==> src/rtl/prio_ctrl_pkg.sv <==
// Shared definitions for the sixteen-source priority interrupt controller.
// Contents:
//   N_SRC    - number of interrupt sources (fixed at 16)
//   ID_W     - width of a source index
//   MASK_RST - mask value after reset (every source blocked)
//   state_t  - handshake FSM states
//   onehot() - converts a source index to a one-hot source vector
package prio_ctrl_pkg;

  localparam int N_SRC = 16;
  localparam int ID_W  = 4;
  localparam logic [N_SRC-1:0] MASK_RST = 16'hFFFF;

  typedef enum logic [1:0] {
    IDLE    = 2'd0,
    REQ     = 2'd1,
    SERVICE = 2'd2
  } state_t;

  function automatic logic [N_SRC-1:0] onehot(input logic [ID_W-1:0] id);
    logic [N_SRC-1:0] vec;
    vec = '0;
    vec[id] = 1'b1;
    return vec;
  endfunction

endpackage

==> src/rtl/prio_enc16.sv <==
// Purely combinational 16-to-4 priority encoder. The highest set index wins,
// so bit 15 has the highest priority.
// Ports:
//   vec   in  16 : candidate sources (eligible vector)
//   id    out 4  : index of the highest set bit (0 when vec is empty)
//   valid out 1  : at least one bit of vec is set
module prio_enc16
  import prio_ctrl_pkg::*;
(
  input  logic [N_SRC-1:0] vec,
  output logic [ID_W-1:0]  id,
  output logic             valid
);

  // Ascending scan: a later (higher) set bit overrides any earlier one.
  always_comb begin
    id    = '0;
    valid = 1'b0;
    for (int i = 0; i < N_SRC; i++) begin
      if (vec[i]) begin
        id    = ID_W'(i);
        valid = 1'b1;
      end
    end
  end

endmodule

==> src/rtl/prio_irq_ctrl.sv <==
// Sixteen-source priority interrupt controller.
// Requests are captured into a pending register (level or rising edge),
// gated by a software mask, and the highest-indexed eligible source is
// offered to the host through an irq/ack/eoi handshake. Only one source is
// in service at a time.
// Parameters:
//   EDGE_MODE   : 0 = level capture (pending set while req high),
//                 1 = rising-edge capture
// Ports:
//   clk         in  1  : clock, all state on the rising edge
//   rst_n       in  1  : asynchronous active-low reset
//   req         in  16 : raw request lines, synchronous to clk
//   mask_we     in  1  : mask write strobe
//   mask_wdata  in  16 : new mask value, bit=1 blocks the source
//   mask        out 16 : current mask register
//   pending     out 16 : current pending register
//   irq         out 1  : interrupt request to host (registered)
//   irq_id      out 4  : index of requested / in-service source (registered)
//   ack         in  1  : host accepts the current irq
//   eoi         in  1  : host signals end of service
//   in_service  out 1  : a source is being serviced (registered)
module prio_irq_ctrl
  import prio_ctrl_pkg::*;
#(
  parameter bit EDGE_MODE = 1'b0
) (
  input  logic             clk,
  input  logic             rst_n,
  input  logic [N_SRC-1:0] req,
  input  logic             mask_we,
  input  logic [N_SRC-1:0] mask_wdata,
  output logic [N_SRC-1:0] mask,
  output logic [N_SRC-1:0] pending,
  output logic             irq,
  output logic [ID_W-1:0]  irq_id,
  input  logic             ack,
  input  logic             eoi,
  output logic             in_service
);

  logic [N_SRC-1:0] pending_reg;
  logic [N_SRC-1:0] mask_reg;
  logic [N_SRC-1:0] req_d_reg;
  state_t           state_reg;
  logic             irq_reg;
  logic [ID_W-1:0]  irq_id_reg;
  logic             in_service_reg;

  logic [N_SRC-1:0] set_bits;
  logic [N_SRC-1:0] clr_bits;
  logic [N_SRC-1:0] eligible;
  logic [ID_W-1:0]  winner;
  logic             any_eligible;

  // Capture: in edge mode only a low-to-high transition of req sets pending.
  assign set_bits = EDGE_MODE ? (req & ~req_d_reg) : req;

  // The accepted source is retired from pending on the ack edge. Capture is
  // OR-ed in afterwards so a simultaneous new request is not lost.
  assign clr_bits = (state_reg == REQ && ack) ? onehot(irq_id_reg) : '0;

  assign eligible = pending_reg & ~mask_reg;

  prio_enc16 u_enc (
    .vec   (eligible),
    .id    (winner),
    .valid (any_eligible)
  );

  always_ff @(posedge clk or negedge rst_n) begin
    if (!rst_n) begin
      pending_reg <= '0;
      mask_reg    <= MASK_RST;
      req_d_reg   <= '0;
    end else begin
      pending_reg <= (pending_reg & ~clr_bits) | set_bits;
      req_d_reg   <= req;
      if (mask_we) begin
        mask_reg <= mask_wdata;
      end
    end
  end

  // Handshake FSM. irq_id is latched only when leaving IDLE, so a newer
  // higher-priority arrival never preempts a request already offered, and
  // the id stays valid through SERVICE and after it.
  always_ff @(posedge clk or negedge rst_n) begin
    if (!rst_n) begin
      state_reg      <= IDLE;
      irq_reg        <= 1'b0;
      irq_id_reg     <= '0;
      in_service_reg <= 1'b0;
    end else begin
      case (state_reg)
        IDLE: begin
          if (any_eligible) begin
            state_reg  <= REQ;
            irq_id_reg <= winner;
            irq_reg    <= 1'b1;
          end
        end
        REQ: begin
          // ack is checked first, so it wins over a mask write that
          // removes the same source in the same cycle.
          if (ack) begin
            state_reg      <= SERVICE;
            irq_reg        <= 1'b0;
            in_service_reg <= 1'b1;
          end else if (!eligible[irq_id_reg]) begin
            // Source was masked while waiting: withdraw the request.
            state_reg <= IDLE;
            irq_reg   <= 1'b0;
          end
        end
        SERVICE: begin
          if (eoi) begin
            state_reg      <= IDLE;
            in_service_reg <= 1'b0;
          end
        end
        default: begin
          state_reg      <= IDLE;
          irq_reg        <= 1'b0;
          in_service_reg <= 1'b0;
        end
      endcase
    end
  end

  assign mask       = mask_reg;
  assign pending    = pending_reg;
  assign irq        = irq_reg;
  assign irq_id     = irq_id_reg;
  assign in_service = in_service_reg;

endmodule
==> config.mk <==
export PLATFORM = sky130hd
export DESIGN_NAME = prio_irq_ctrl
export DESIGN_NICKNAME = d
export VERILOG_FILES = /design/src/rtl/prio_ctrl_pkg.sv /design/src/rtl/prio_enc16.sv /design/src/rtl/prio_irq_ctrl.sv
export SDC_FILE = /design/constraint.sdc
export NUM_CORES = 1
export LEC_CHECK = 0
export ABC_AREA = 1
export BUFFER_PORTS_ARGS = -buffer_cell sky130_fd_sc_hd__buf_2
export CAP_MARGIN = 20
export CORE_ASPECT_RATIO = 0.8
export CORE_MARGIN = 2
export CORE_UTILIZATION = 34
export CTS_CLUSTER_SIZE = 28
export DETAILED_ROUTE_END_ITERATION = 12
export GPL_ROUTABILITY_DRIVEN = 0
export PLACE_DENSITY_LB_ADDON = 0.08
export SLEW_MARGIN = 20
export SYNTH_ARGS = -nofsm -noshare
export SYNTH_HDL_FRONTEND = slang
export SYNTH_SLANG_ARGS = --single-unit
==> constraint.sdc <==
create_clock -name clk -period 1.7 [get_ports clk]
set_input_delay 0.085 -clock clk [delete_from_list [all_inputs] [get_ports clk]]
set_output_delay 0.085 -clock clk [all_outputs]
set_load 0.05 [all_outputs]
==> qor.txt <==
status: finished, final reports clean
WL final: 5667 microns
Slew HR: 0.6474
sw power: 1606 uW
DR iter-0 viols: 69
clk sinks: 40
YS warnings: 0
Vias: 1983
fmax: 0.5934 GHz
clk_skew: 0.002218 ns
most common cell after layout, fill and taps aside: buf_2
GRT overflow: 0
r2r worst-path depth: 10
Post-Layout Cell Count: 439
Synth Register Bits: 40
max-slew violations: 0
Cell variety after synth: 31
max cap viols: 0
Tcrit/Tclk final: 0.9912
placed cell count: 403
GR Layer Usage met3: 0.03385
Num CTS Buffers: 5
total track usage: 0.1714
clk_lat worst skew: 0.29 ns
Crit Path Max Fanout: 4
diode count: 0
via density per instance: 4.517
crit path kind: reg2reg
crit path DAT: 1.86 ns
Final min period: 1.685 ns
Gate power share: 0.475
P per Cell Area: 1221 nW/um^2
largest net degree at the start of global routing: 22
P&R area growth vs syn: 46.61%
Crit. End Element: flip-flop
row count: 25
internal power: 2093 uW
drt drc: 0
CP Launch Type: flip-flop
met2 Use GR: 0.2749
CTS H-tree depth: 2
initial antenna violation count: 0
DIE WIDTH: 91.18 microns
gr busiest metal: met2
RSZ-0062 raised after global routing: true
Worst R2R Start: mask[14]
post-synthesis average cell area: 8.506 sq um
CTS max path bufs: 2
vias in the first global route: 1883
Power, Total: 3699 uW
drt wl/cell: 12.91 microns
Worst IR Drop VDD: 366.4 uV
Synth Cell Area: 2067 sq um
Boundary Pins: 75
number of cells on the worst hold path: 2
layout cells sized above 1: 0.5028
Sequential Power Share: 0.336
PortBufs: 74
CTS tree: yes
Initial Utilization: 0.3515
Post-DRT Antenna Nets: 0
Cell Area, Placed: 2595 sq um
leak pwr: 0.001516 uW
R2R Path End: irq_id[2]
hold violation count in the final report: 0
HPWL after DPL: 4303 microns
nets: 394
Reg2Reg Setup Slack: 0.01 ns
Root Buffer: clkbuf_8
Die Y: 73.74 microns
GRT met1 Usage: 0.2378
1st-pass router iterations: 4
sequential area share after synthesis: 0.4939
Cells after Synth: 243
most frequent cells in the layout: buf_2 (74), nand2_1 (46), nor2_1 (27), dfrtp_1 (24), inv_2 (22)
hold path endpoint: pending[6]
Clk pwr share: 0.189
Die ar.: 6723 sq um
Hold Path Class: in2reg
Core ar.: 5881 sq um
clk slew on worst S/H paths: 0.08 ns
Finished Cell Area: 3030 sq um
Worst EP required: 1.87 ns
Worst Tran Pin Value: 0.5289 ns
Sw Share: 0.4342
Post-Syn Nets: 280
first-pass GRT wire length: 8914 microns
fin worst setup slack: 0.01492 ns
setup violators final: 0
hold_sp: req[6]
Place WS: 0.05105 ns
Setup TNS: 0 ns
[what timing repair did]
item                                    CTS  global route
hold endpoints to repair                 32             0
resized for setup                         0            23
endpoints found under the setup margin    0             2
hold buffers                             18             0
setup buffers                             0            10
[area by class of cell]
class	count	area (sq um)
clock buffers	8	100.1
flip-flops and latches	40	1021
repair buffers	109	694.4
multi-input cells	157	945.9
well taps	81	101.3
inverters	44	167.7
fillers	632	2850
[critical path: stages (launching register included)]
cell	delay [ns]
dfstp_2	0.57
nor2_4	0.04
inv_2	0.07
o21ai_4	0.07
nor2_4	0.13
nand2_2	0.08
nor3_4	0.24
nor2_4	0.09
buf_6	0.13
nor2_4	0.11
a31oi_4	0.04
[power by group through the flow]
stage / sequential [uW] / clock [uW] / combinational [uW]
3_5_place_dp: 1250 / 0 / 1560
5_1_grt: 1270 / 760 / 1900
2_1_floorplan: 1660 / 0 / 671
4_1_cts: 1240 / 725 / 1590
6_report: 1240 / 699 / 1760
3_3_place_gp: 1250 / 0 / 1560
[Yosys cell counts]
cell,number,area [sq um]
a21oi_2,2,17.52
dfrtp_1,24,600.6
nand2_1,50,187.7
a31oi_1,1,6.260
o21ai_2,1,8.760
nor3_4,1,16.27
a22oi_1,1,7.510
nand2_2,4,25.02
o2111ai_1,2,17.52
nand3_1,4,20.02
o21bai_1,12,90.09
dfstp_2,16,420.4
nor3_1,2,10.01
nor2_2,10,62.56
clkinv_1,1,3.750
o22ai_1,4,25.02
o21ai_1,2,10.01
buf_2,1,5.000
a21oi_1,2,10.01
nand2_4,1,11.26
or2_2,1,6.260
clkbuf_1,1,3.750
inv_1,24,90.09
inv_2,18,67.56
o21ai_0,13,65.06
inv_4,1,6.260
mux2_2,11,123.9
nor2_4,2,22.52
nand3_2,1,10.01
a21boi_1,1,7.510
nor2_1,29,108.9
[how the worst max path moves through the flow]
stage                 to  slack (ns)  cells after the start     start
6_report       irq_id[2]        0.01                     10  mask[14]
5_1_grt        irq_id[2]       -0.06                     10  mask[14]
4_1_cts        irq_id[1]        0.03                     10  mask[12]
3_5_place_dp   irq_id[1]        0.05                     10  mask[12]
3_3_place_gp   irq_id[1]        0.02                     10  mask[12]
2_1_floorplan  irq_id[1]        0.03                     10   mask[4]
[per-layer routing]
metal / vias up / share of wire
met5: - / 0
met4: 0 / 0.0086
met3: 5 / 0.050
met2: 52 / 0.45
met1: 934 / 0.49
li1: 992 / -
[through the flow]
| step | hold WS, ns | utilization |
|---|---|---|
| global placement | 0.09975 | 0.4413 |
| finish | 0.007111 | 0.5153 |
| floorplan | -0.2106 | - |
| global route | 0.003920 | 0.5153 |
| detailed placement | 0.09268 | 0.4413 |
| CTS | 0.004275 | 0.4889 |
[cells by family (layout without fill, tap and decap cells)]
family | after synthesis | count (layout) | share of synthesized area
DFF | 40 | 40 | 0.4939
muxes | 11 | 11 | 0.05993
and+or+nand+nor | 105 | 105 | 0.2324
buffers and inverters | 46 | 161 | 0.08535
AOI/OAI and AO/OA | 41 | 41 | 0.1283
Note: power is estimated with default switching activity, not from simulation.
